[config.mk]
export PLATFORM = sky130hd
export DESIGN_NAME = cbus_axi_bridge_flat
export DESIGN_NICKNAME = d
export VERILOG_FILES = /design/src/rtl/cbus_axi_bridge_pkg.sv /design/src/rtl/cbus_axi_bridge_if.sv /design/src/rtl/cbus_axi_bridge.sv /design/src/flat_wrapper.sv
export SDC_FILE = /design/constraint.sdc
export NUM_CORES = 1
export LEC_CHECK = 0
export ABC_AREA = 1
export ABC_CLOCK_PERIOD_IN_PS = 3500
export CORE_AREA = 2 2 171 173
export DETAILED_ROUTE_END_ITERATION = 8
export DIE_AREA = 0 0 173 175
export DONT_BUFFER_PORTS = 1
export GPL_TIMING_DRIVEN = 0
export HOLD_SLACK_MARGIN = 0.15
export PLACE_DENSITY = 0.3
export SYNTH_ARGS = -nofsm -noshare
export SYNTH_HDL_FRONTEND = slang
export SYNTH_SLANG_ARGS = --single-unit
[constraint.sdc]
create_clock -name clk -period 3.5 [get_ports clk]
set_input_delay 0.7 -clock clk [delete_from_list [all_inputs] [get_ports clk]]
set_output_delay 0.7 -clock clk [all_outputs]
set_load 0.005 [all_outputs]
[src/rtl/cbus_axi_bridge_pkg.sv]
// cbus_axi_bridge_pkg: CBus request/response bundles and AXI4 constants
// shared by the bridge, its interface and the bench.
package cbus_axi_bridge_pkg;

  typedef logic [2:0] msize_t;
  typedef logic [3:0] mlen_t;
  typedef logic [7:0] axi_len_t;

  localparam logic [1:0] AXI_BURST_INCR = 2'b01;
  localparam logic [1:0] AXI_RESP_OKAY  = 2'b00;

  typedef struct packed {
    logic        valid;
    logic        is_write;
    msize_t      size;
    logic [31:0] addr;
    logic [7:0]  strobe;
    logic [63:0] data;
    mlen_t       len;
  } cbus_req_t;

  typedef struct packed {
    logic        ready;
    logic        last;
    logic [63:0] data;
  } cbus_resp_t;

  function automatic axi_len_t to_axi_len(mlen_t l);
    return {4'b0, l};
  endfunction

endpackage

[src/rtl/cbus_axi_bridge_if.sv]
// cbus_axi_bridge_if: CBus stream plus AXI4 channels of one bridge.
// master = bridge side, slave = arbiter/interconnect side.
interface cbus_axi_bridge_if #(
  parameter int ID_W = 4
);
  import cbus_axi_bridge_pkg::*;

  cbus_req_t  creq;
  cbus_resp_t cresp;

  logic [31:0]     araddr;
  axi_len_t        arlen;
  msize_t          arsize;
  logic [1:0]      arburst;
  logic [ID_W-1:0] arid;
  logic            arvalid;
  logic            arready;

  logic [63:0]     rdata;
  logic [1:0]      rresp;
  logic            rlast;
  logic [ID_W-1:0] rid;
  logic            rvalid;
  logic            rready;

  logic [31:0]     awaddr;
  axi_len_t        awlen;
  msize_t          awsize;
  logic [1:0]      awburst;
  logic [ID_W-1:0] awid;
  logic            awvalid;
  logic            awready;

  logic [63:0]     wdata;
  logic [7:0]      wstrb;
  logic            wlast;
  logic            wvalid;
  logic            wready;

  logic [1:0]      bresp;
  logic [ID_W-1:0] bid;
  logic            bvalid;
  logic            bready;

  modport master (
    input  creq, output cresp,
    output araddr, arlen, arsize, arburst, arid, arvalid,
    input  arready,
    input  rdata, rresp, rlast, rid, rvalid,
    output rready,
    output awaddr, awlen, awsize, awburst, awid, awvalid,
    input  awready,
    output wdata, wstrb, wlast, wvalid,
    input  wready,
    input  bresp, bid, bvalid,
    output bready
  );

  modport slave (
    output creq, input cresp,
    input  araddr, arlen, arsize, arburst, arid, arvalid,
    output arready,
    output rdata, rresp, rlast, rid, rvalid,
    input  rready,
    input  awaddr, awlen, awsize, awburst, awid, awvalid,
    output awready,
    input  wdata, wstrb, wlast, wvalid,
    output wready,
    output bresp, bid, bvalid,
    input  bready
  );

endinterface

[src/rtl/cbus_axi_bridge.sv]
// cbus_axi_bridge: turns the arbitrated CBus stream into AXI4 bursts,
// one AR/R or AW/W/B transaction at a time.
module cbus_axi_bridge
  import cbus_axi_bridge_pkg::*;
#(
  parameter int AXI_ID_WIDTH = 4,
  parameter int AXI_ID       = 0
) (
  input  logic clk,
  input  logic reset,
  cbus_axi_bridge_if.master bus,
  output logic axi_err
);

  typedef enum logic [2:0] {
    S_IDLE, S_AR, S_R, S_AW, S_W, S_B
  } state_t;

  state_t      r_state;
  logic [31:0] r_addr;
  msize_t      r_size;
  mlen_t       r_len;
  mlen_t       r_cnt;
  logic        r_err;

  logic w_cnt_last;
  logic w_rbeat;
  logic w_wbeat;
  logic w_bbeat;
  logic w_rd_bad;
  logic w_wr_bad;
  logic w_unused;

  assign w_cnt_last = (r_cnt == r_len);
  assign w_rbeat = (r_state == S_R) & bus.rvalid;
  assign w_wbeat = (r_state == S_W) & bus.wready;
  assign w_bbeat = (r_state == S_B) & bus.bvalid;
  assign w_rd_bad = w_rbeat & (bus.rresp != AXI_RESP_OKAY);
  assign w_wr_bad = w_bbeat & (bus.bresp != AXI_RESP_OKAY);

  // IDs and rlast are never inspected: termination is by beat count
  assign w_unused = ^{bus.rid, bus.bid, bus.rlast};

  always_ff @(posedge clk or posedge reset) begin
    if (reset) begin
      r_state <= S_IDLE;
      r_addr  <= '0;
      r_size  <= '0;
      r_len   <= '0;
      r_cnt   <= '0;
      r_err   <= 1'b0;
    end else begin
      if (w_rd_bad | w_wr_bad)
        r_err <= 1'b1;
      unique case (r_state)
        S_IDLE: if (bus.creq.valid) begin
          r_addr  <= bus.creq.addr;
          r_size  <= bus.creq.size;
          r_len   <= bus.creq.len;
          r_cnt   <= '0;
          r_state <= bus.creq.is_write ? S_AW : S_AR;
        end
        S_AR: if (bus.arready) r_state <= S_R;
        S_R: if (bus.rvalid) begin
          if (w_cnt_last) r_state <= S_IDLE;
          else            r_cnt   <= r_cnt + 4'd1;
        end
        S_AW: if (bus.awready) r_state <= S_W;
        S_W: if (bus.wready) begin
          if (w_cnt_last) r_state <= S_B;
          else            r_cnt   <= r_cnt + 4'd1;
        end
        S_B: if (bus.bvalid) r_state <= S_IDLE;
        default: r_state <= S_IDLE;
      endcase
    end
  end

  assign bus.araddr  = r_addr;
  assign bus.arlen   = to_axi_len(r_len);
  assign bus.arsize  = r_size;
  assign bus.arburst = AXI_BURST_INCR;
  assign bus.arid    = AXI_ID_WIDTH'(AXI_ID);
  assign bus.arvalid = (r_state == S_AR);
  assign bus.rready  = (r_state == S_R);

  assign bus.awaddr  = r_addr;
  assign bus.awlen   = to_axi_len(r_len);
  assign bus.awsize  = r_size;
  assign bus.awburst = AXI_BURST_INCR;
  assign bus.awid    = AXI_ID_WIDTH'(AXI_ID);
  assign bus.awvalid = (r_state == S_AW);

  assign bus.wvalid = (r_state == S_W);
  assign bus.wdata  = bus.wvalid ? bus.creq.data : '0;
  assign bus.wstrb  = bus.wvalid ? bus.creq.strobe : '0;
  assign bus.wlast  = bus.wvalid & w_cnt_last;
  assign bus.bready = (r_state == S_B);

  // final W beat is acknowledged to CBus only once B returns
  always_comb begin
    bus.cresp = '0;
    bus.cresp.ready = w_rbeat | (w_wbeat & ~w_cnt_last) | w_bbeat;
    bus.cresp.last  = (w_rbeat & w_cnt_last) | w_bbeat;
    bus.cresp.data  = (r_state == S_R) ? bus.rdata : '0;
  end

  assign axi_err = r_err;

endmodule
[src/flat_wrapper.sv]
// flat-port wrapper written by rule: the top's interface ports become plain ports
module cbus_axi_bridge_flat import cbus_axi_bridge_pkg::*;
#(
  parameter int AXI_ID_WIDTH = 4,
  parameter int AXI_ID       = 0
)
  (clk, reset, axi_err, bus_creq, bus_cresp, bus_araddr, bus_arlen, bus_arsize, bus_arburst, bus_arid, bus_arvalid, bus_arready, bus_rdata, bus_rresp, bus_rlast, bus_rid, bus_rvalid, bus_rready, bus_awaddr, bus_awlen, bus_awsize, bus_awburst, bus_awid, bus_awvalid, bus_awready, bus_wdata, bus_wstrb, bus_wlast, bus_wvalid, bus_wready, bus_bresp, bus_bid, bus_bvalid, bus_bready);
  cbus_axi_bridge_if bus_i ();
  input  logic clk;
  input  logic reset;
  output logic axi_err;
  input wire logic [$bits(bus_i.creq)-1:0] bus_creq;
  output wire logic [$bits(bus_i.cresp)-1:0] bus_cresp;
  output wire logic [$bits(bus_i.araddr)-1:0] bus_araddr;
  output wire logic [$bits(bus_i.arlen)-1:0] bus_arlen;
  output wire logic [$bits(bus_i.arsize)-1:0] bus_arsize;
  output wire logic [$bits(bus_i.arburst)-1:0] bus_arburst;
  output wire logic [$bits(bus_i.arid)-1:0] bus_arid;
  output wire logic [$bits(bus_i.arvalid)-1:0] bus_arvalid;
  input wire logic [$bits(bus_i.arready)-1:0] bus_arready;
  input wire logic [$bits(bus_i.rdata)-1:0] bus_rdata;
  input wire logic [$bits(bus_i.rresp)-1:0] bus_rresp;
  input wire logic [$bits(bus_i.rlast)-1:0] bus_rlast;
  input wire logic [$bits(bus_i.rid)-1:0] bus_rid;
  input wire logic [$bits(bus_i.rvalid)-1:0] bus_rvalid;
  output wire logic [$bits(bus_i.rready)-1:0] bus_rready;
  output wire logic [$bits(bus_i.awaddr)-1:0] bus_awaddr;
  output wire logic [$bits(bus_i.awlen)-1:0] bus_awlen;
  output wire logic [$bits(bus_i.awsize)-1:0] bus_awsize;
  output wire logic [$bits(bus_i.awburst)-1:0] bus_awburst;
  output wire logic [$bits(bus_i.awid)-1:0] bus_awid;
  output wire logic [$bits(bus_i.awvalid)-1:0] bus_awvalid;
  input wire logic [$bits(bus_i.awready)-1:0] bus_awready;
  output wire logic [$bits(bus_i.wdata)-1:0] bus_wdata;
  output wire logic [$bits(bus_i.wstrb)-1:0] bus_wstrb;
  output wire logic [$bits(bus_i.wlast)-1:0] bus_wlast;
  output wire logic [$bits(bus_i.wvalid)-1:0] bus_wvalid;
  input wire logic [$bits(bus_i.wready)-1:0] bus_wready;
  input wire logic [$bits(bus_i.bresp)-1:0] bus_bresp;
  input wire logic [$bits(bus_i.bid)-1:0] bus_bid;
  input wire logic [$bits(bus_i.bvalid)-1:0] bus_bvalid;
  output wire logic [$bits(bus_i.bready)-1:0] bus_bready;
  assign bus_i.creq = bus_creq;
  assign bus_cresp = bus_i.cresp;
  assign bus_araddr = bus_i.araddr;
  assign bus_arlen = bus_i.arlen;
  assign bus_arsize = bus_i.arsize;
  assign bus_arburst = bus_i.arburst;
  assign bus_arid = bus_i.arid;
  assign bus_arvalid = bus_i.arvalid;
  assign bus_i.arready = bus_arready;
  assign bus_i.rdata = bus_rdata;
  assign bus_i.rresp = bus_rresp;
  assign bus_i.rlast = bus_rlast;
  assign bus_i.rid = bus_rid;
  assign bus_i.rvalid = bus_rvalid;
  assign bus_rready = bus_i.rready;
  assign bus_awaddr = bus_i.awaddr;
  assign bus_awlen = bus_i.awlen;
  assign bus_awsize = bus_i.awsize;
  assign bus_awburst = bus_i.awburst;
  assign bus_awid = bus_i.awid;
  assign bus_awvalid = bus_i.awvalid;
  assign bus_i.awready = bus_awready;
  assign bus_wdata = bus_i.wdata;
  assign bus_wstrb = bus_i.wstrb;
  assign bus_wlast = bus_i.wlast;
  assign bus_wvalid = bus_i.wvalid;
  assign bus_i.wready = bus_wready;
  assign bus_i.bresp = bus_bresp;
  assign bus_i.bid = bus_bid;
  assign bus_i.bvalid = bus_bvalid;
  assign bus_bready = bus_i.bready;
  cbus_axi_bridge #(.AXI_ID_WIDTH(AXI_ID_WIDTH), .AXI_ID(AXI_ID)) u_core (.clk(clk), .reset(reset), .bus(bus_i), .axi_err(axi_err));
endmodule
==> results summary, run 1 <==
The run finished with clean final reports. The average instance area after synthesis came out at 6.996 um2. The reg-to-reg endpoint is u_core.axi_err. Together, buffers and inverters on the worst path number 1.

The total of fill cells in the finished design came out at approximately 3300. The final cycle utilization of the critical path came out at between 70% and 80%. The final setup TNS came out at 0 ns. In this run the critical register-to-register path is launched from u_core.r_state[2]. Sequential elements use between 30% and 40% of the synthesized area. The number of failing setup endpoints in the final timing report came out at 0. The area of the die came out at between 0.03 and 0.04 mm2. The slowest stage cell on the critical path is sky130_fd_sc_hd__nor3_1. Before CTS, the worst setup slack after placement is 1.043 ns. The power per unit of standard cell area is 745.8 mW/mm2.

From bottom edge to top edge, the die measures between 150 and 200 um. Data on the critical path is required at its endpoint by roughly 2.8 ns. The async set-or-reset flop fraction in the synthesized netlist is 100.0%. The worst setup path is of the flip-flop to output port kind. The number of flops mapped to enable cells by yosys is 0. The number of buffers created by CTS came out at 5. In the routed layout, each cell is associated on average with a via count of 3.381. The final instance area came out at approximately 0.0045 mm2.

The type of the tightest min-delay check is primary input to async pin. sky130_fd_sc_hd__dfrtp_1 takes more of the synthesized area than any other cell. The critical path goes through inv_2 > nor3_1 > nand2_1 > o21ai_0. The post-synthesis register bit count is 47. The number of global-route vias before repair is roughly 3100.

The number of H-tree levels is 2. The HPWL reported at the end of detailed placement came out at 13.77 mm. The largest net degree at the start of global routing is 37.

The first detailed-routing pass ran for 4 iterations. The data arrival at the endpoint of the critical path is 1.94 ns. The worst pin sits at a relative slew slack of ~54%. The count of cell types in the netlist came out at 24. Setup slack on the critical path of the routed design comes to 0.8631 ns. The cell family with the largest share of critical-path delay is simple AND/OR/NAND/NOR gates. The wire length per cell is 16.55 um. The routed wire length is 15.79 mm. The maximum clock skew at final layout is 0.004988 ns.

The placed instances occupy a cell area of around 0.0044 mm2. The transition time at the pin with the least slew margin is 0.6804 ns. The latest clock arrival within the worst-skew pair is 0.29 ns. The post-synthesis instance total came out at 543. In this run the biggest area consumer among cell types represents 30.96% of the synthesized area. The via count came out at 3225. For this run, the number of Yosys warnings is 0. The global route total overflow came out at 0. Gates resized during post-CTS repair numbered 0.

The launching element type of the critical path is a flip-flop. The x dimension of the die came out at 173 um. The post-cts hold buffer count came out at 0.

The clock root buffer master is sky130_fd_sc_hd__clkbuf_16. The count of unresolved DRC violations after routing came out at 0. The detailed router's first-iteration violation count is 142. The total standard cell area after synthesis is about 0.0038 mm2. The post-route worst hold slack is 0.2399 ns. The I/O pin total came out at 440. The initial antenna violation count is 0. The initial core utilization is 13.38%. The endpoint kind of the worst setup timing path is an output port. Setup repair after global routing left no endpoint under its margin. On the worst path, the slowest cell contributes a delay of about 0.54 ns. The first global-routing pass estimated 21.49 mm of wire. The reported leakage power came out at around 0.0027 uW. For this run, the top clock speed supported by timing is 379.2 MHz. The worst reg-to-reg path cell count came out at 4.

By area the synthesized netlist is led by sky130_fd_sc_hd__dfrtp_1, sky130_fd_sc_hd__inv_1, sky130_fd_sc_hd__nor2_1, sky130_fd_sc_hd__mux2_4, sky130_fd_sc_hd__buf_4. The number of max-slew violations in the final report came out at 0. The total number of nets in the final design came out at 767. The post-CTS clock slew at the launch and capture registers of the worst setup and hold paths is 0.07 ns.

The setup slack of the worst register-to-register path is about 1.8 ns. TritonCTS built the clock tree. The largest fanout on the critical path is 7. The clock period minus final worst setup slack is 2.637 ns. In the synthesized netlist the dominant register cell turns out to be sky130_fd_sc_hd__dfrtp_1. In this run the core area contains 62 standard-cell rows. The congestion estimate from routability-driven global placement came to around 0.83. The total routing resource utilization after global routing is 9.603%. The number of clock sinks came out at 47. The count of buffers added by post-CTS timing repair for setup came out at 0. The number of failing hold endpoints at the final stage was 0. The number of buffer cells added on primary ports is 0.

The maximum resistive drop on vdd is 0.3010 mV. The number of nets with antenna violations after routing is 0. The post-route netlist has 22.28% of its cells at a drive strength greater than 1. The antenna cell count came out at 0. The number of violations of the max-capacitance limit came out at 0. The area added between synthesis and finish is 18.68%. Counting along the longest clock path gives a buffer depth of 2.

The placeable core region is 0.02839 mm2.
how the worst max path moves through the flow:
stage | start | cells past startpoint | slack (ns) | endpoint
after global routing | u_core.r_state[2] | 4 | 0.65 | bus_cresp[64]
after detailed placement | u_core.r_state[2] | 4 | 1.04 | bus_cresp[64]
after floorplan | u_core.r_state[0] | 6 | 1.63 | bus_cresp[10]
after CTS | u_core.r_state[2] | 4 | 0.72 | bus_cresp[64]
final | u_core.r_state[2] | 4 | 0.86 | bus_cresp[64]
after global placement | reset | 1 | 0.83 | u_core.r_state[1]
final cells by class:
type                       count  area [um2]  share of cell area (%)
clock inverter                 2       12.51                  0.2775
buffer                        80       579.3                   12.85
sequential                    47        1176                   26.09
tap                          384       480.5                   10.66
multi-input combinational    279        1529                   33.92
clock buffer                   6       128.9                   2.859
inverter                     155       581.8                   12.91
timing repair buffer           1       20.02                  0.4441
state kept, by name, summed over array words and instances, names as in the netlist:
signal	cells
u_core.axi_err	1
u_core.bus.araddr	32
u_core.bus.arsize	3
u_core.r_cnt	4
u_core.r_len	4
u_core.r_state	3
cells in the final DEF, fill, tap and decap left out, drive strengths merged, types with 8 or more instances in the layout:
cell type  instances
nor2             155
nand2             37
o21ai              8
mux2              35
clkbuf             8
nand3              9
conb              20
dfrtp             47
inv              155
buf               79
report_power, final:
part | internal (uW) | switching [uW] | leakage (uW)
registers | 802 | 312 | 0.000557
logic | 859 | 902 | 0.00207
clock network | 265 | 222 | 0.0000669
Yosys cell counts, types with 3 or more instances:
cell	instances
sky130_fd_sc_hd__inv_1	154
sky130_fd_sc_hd__nand4_1	5
sky130_fd_sc_hd__nor2_1	154
sky130_fd_sc_hd__nand2_1	35
sky130_fd_sc_hd__nand3_1	8
sky130_fd_sc_hd__o21ai_0	6
sky130_fd_sc_hd__mux2_4	32
sky130_fd_sc_hd__buf_2	13
sky130_fd_sc_hd__nand3b_1	3
sky130_fd_sc_hd__dfrtp_1	47
sky130_fd_sc_hd__mux2_2	3
sky130_fd_sc_hd__buf_4	60
sky130_fd_sc_hd__a21oi_1	4
sky130_fd_sc_hd__buf_6	5
metrics by stage:
| stage | utilization [%] | total power [uW] | instances |
|---|---|---|---|
| CTS | 15.88 | 3449 | 954 |
| floorplan | - | 2471 | 561 |
| global route | 15.88 | 3640 | 954 |
| detailed placement | 15.38 | 2934 | 946 |
| global placement | 15.31 | 2953 | 945 |
| finish | 15.88 | 3362 | 954 |
routing by layer:
| metal | global-route usage [%] | routed length [um] | up-vias |
|---|---|---|---|
| met5 | 0 | 0 | - |
| met4 | 1.589 | 97 | 0 |
| met3 | 4.765 | 2014 | 6 |
| met2 | 16.80 | 7750 | 252 |
| met1 | 10.63 | 5923 | 1467 |
| li1 | - | - | 1500 |
cells by family (layout without fill, tap and decap cells):
group                      Yosys count  after routing  synth area share (%)
xor gates and xnor gates             1              1                0.2306
AOI/OAI and AO/OA                   12             12                 1.581
other                                2             20                0.1977
buffers and inverters              235            244                 30.57
and+or+nand+nor                    210            210                 22.60
DFF                                 47             47                 30.96
adders and majority gates            1              1                0.3293
muxes                               35             35                 13.54
Note: power is estimated with default switching activity, not from simulation.
==> run 2, diff against run 1 <==
- ABC_CLOCK_PERIOD_IN_PS: 3500 -> 2200
- clock period: 3.5 -> 2.2 ns (I/O delays scaled with it)
==> run 2 against run 1 <==
Flip-flop and latch count unchanged. Total power is 64% higher. Register-to-register slack worse by 1.1 ns. Sequential power rose by 59%. Global-route usage is essentially flat. Highest routed layer unchanged.
==> results summary, run 2 (same netlist as run 1, synthesis figures left out) <==
The first global-routing pass estimated roughly 21 mm of wire. The largest net degree at the start of global routing is 37. The number of clock sinks came out at 47.

The worst path needs 2.099 ns of the cycle, external delays included. The number of max-slew violations in the final report came out at 0. The data arrival at the endpoint of the critical path is 1.66 ns. The number of buffer cells added on primary ports is 0. The total number of nets in the final design came out at 768. Measured in cells, the most critical reg-to-reg path has a length of 7.

The count of unresolved DRC violations after routing came out at 0. The share of final-layout standard cells stronger than drive strength 1 is 28.90%. Max-cap violations in this run came to 0. In the final routed layout, each cell accounts on average for 16.50 um. The maximum resistive drop on vdd is 0.4789 mV. Leaving out fill and tap cells, the most frequent cell in the layout is sky130_fd_sc_hd__inv_1. Compared with the post-synthesis result, the final layout area differs by 23.58%. The critical register-to-register path startpoint is u_core.r_state[2].

The detail route stage leaves a number of antenna-violating nets equal to 0. The area of the die is 0.03028 mm2. The data required time of the worst path came out at roughly 1.8 ns. The post-CTS clock slew at the launch and capture registers of the worst setup and hold paths is about 0.070 ns. In the layout the commonest cells are sky130_fd_sc_hd__inv_1, sky130_fd_sc_hd__nor2_1, sky130_fd_sc_hd__buf_4, sky130_fd_sc_hd__dfrtp_1. The number of antenna diodes in the final layout is 0.

The row count is 62. The worst setup path is of the flip-flop to output port kind. In the global route stage, overall resource usage came out at 9.584%. The number of H-tree levels is 2. The worst setup path is launched from a flip-flop. The number of global-route vias before repair came out at 3139. The number of flip-flops in the largest register is 32. The power per unit of standard cell area came out at approximately 1200 mW/mm2.

Routability-driven placement finished with a final weighted congestion of 0.8259. The via count came out at 3231. In this run the static leakage power is 0.002712 uW. The cell depth of the worst hold path is 1.

The initial antenna violation count is 0. After legalization and detailed placement, the total HPWL measured roughly 14 mm. The type of the tightest min-delay check is primary input to flip-flop.

The endpoint identified for the worst register-to-register timing path is u_core.r_cnt[2]. 440 I/O pins were placed. In this run the most critical hold path is launched from bus_creq[110]. The maximum frequency from static timing analysis came out at about 480 MHz. The detailed router finished its first iteration with between 100 and 150 violations. The total of fill cells in the finished design is 3291.

The global route total overflow is 0. The largest fanout on the critical path came out at 10. The clock tree from TritonCTS is done.

The latest clock arrival within the worst-skew pair came out at roughly 0.29 ns. The die is 175 um tall. The number of buffers created by CTS came out at 5. The placeable core region is 0.02839 mm2. The finished cells cover 0.004695 mm2. Dividing the final minimum period by the clock period gives a little over nine tenths. In this run the horizontal extent of the chip is 173 um. The average vias per placed instance came out at approximately 3.4. The setup slack of the worst register-to-register path is between 0.6 and 0.7 ns. Setup repair after global routing left no endpoint under its margin. The maximum clock skew at final layout came out at around 0.0055 ns. The clock root buffer master is sky130_fd_sc_hd__clkbuf_16. The number of optimization iterations in the first detailed-route pass is 4. The placed instance area is between 0.004 and 0.005 mm2. The number of failing setup endpoints in the final timing report is 0. The initial core utilization came out at between 10 and 15%.

The worst-case hold path end point is u_core.bus.arsize[2]. Counting along the longest clock path gives a buffer depth of 2. The post-route worst hold slack is 0.2898 ns.

The worst setup path is captured at an output port. The overall power after layout is about 5500 uW. The routed wire length is about 16 mm. The number of failing hold endpoints at the final stage came out at 0.

The run finished with clean final reports.
[run 2: changes by cell type in the layout (fill, tap and decap cells not counted), sizes merged]
| cell | change |
|---|---|
| clkbuf | +1 |
| buf | -1 |
| dlygate4sd3 | +1 |
[run 2: worst max path at each step]
stage	startpoint	endpoint	slack, ns	cells after the start
global route	u_core.r_state[0]	bus_cresp[40]	0.007	6
floorplan	u_core.r_state[0]	bus_cresp[10]	0.59	6
detailed placement	u_core.r_state[2]	bus_cresp[64]	0.003	4
finish	u_core.r_state[0]	bus_cresp[61]	0.10	6
CTS	u_core.r_state[0]	bus_cresp[48]	-0.02	6
global placement	reset	u_core.r_state[1]	-0.21	1
[run 2: metal layers]
| layer | wire [um] | global-route usage [%] | vias up |
|---|---|---|---|
| li1 | - | - | 1504 |
| met1 | 5953 | 10.75 | 1463 |
| met2 | 7741 | 16.75 | 256 |
| met3 | 1963 | 4.547 | 8 |
| met4 | 102 | 1.589 | 0 |
| met5 | 0 | 0 | - |
[run 2: report_power, final]
part,switching (uW),internal (uW)
clock,354,421
sequential,499,1280
combinational,1530,1430
total,2380,3120
[run 2: repair_timing]
item	in CTS	in global routing
setup endpoints to repair	63	99
resized for setup	40	19
buffers inserted	0	0
endpoints found under the hold margin	11	0
gates cloned	0	0
hold buffers	1	0
[run 2: area by class of cell]
cell class              count  area [um2]  area share (%)
repair buffers              2       30.03          0.6397
plain buffers              80       595.6           12.69
multi-input cells         279        1689           35.98
clock buffers               6       128.9           2.745
flip-flops and latches     47        1176           25.05
clock inverters             2       12.51          0.2665
inverters                 155       581.8           12.39
well taps                 384       480.5           10.23
[run 2: per-stage QoR]
stage               worst slack, ns  TNS [ns]  std cells  util [%]
finish                       0.1011         0        955     16.53
global route               0.006675         0        955     16.53
CTS                        -0.02209  -0.06718        955     16.34
detailed placement         0.002686         0        946     15.38
global placement            -0.2102    -9.532        945     15.31
floorplan                    0.5867         0        561         -
[run 2: critical path, cell delays in order, from the launching register on]
cell and delay, ns:
sky130_fd_sc_hd__dfrtp_1 0.37, sky130_fd_sc_hd__buf_6 0.14, sky130_fd_sc_hd__nor2_2 0.16, sky130_fd_sc_hd__nand2_2 0.11, sky130_fd_sc_hd__buf_6 0.18, sky130_fd_sc_hd__buf_4 0.21, sky130_fd_sc_hd__nor2_2 0.18
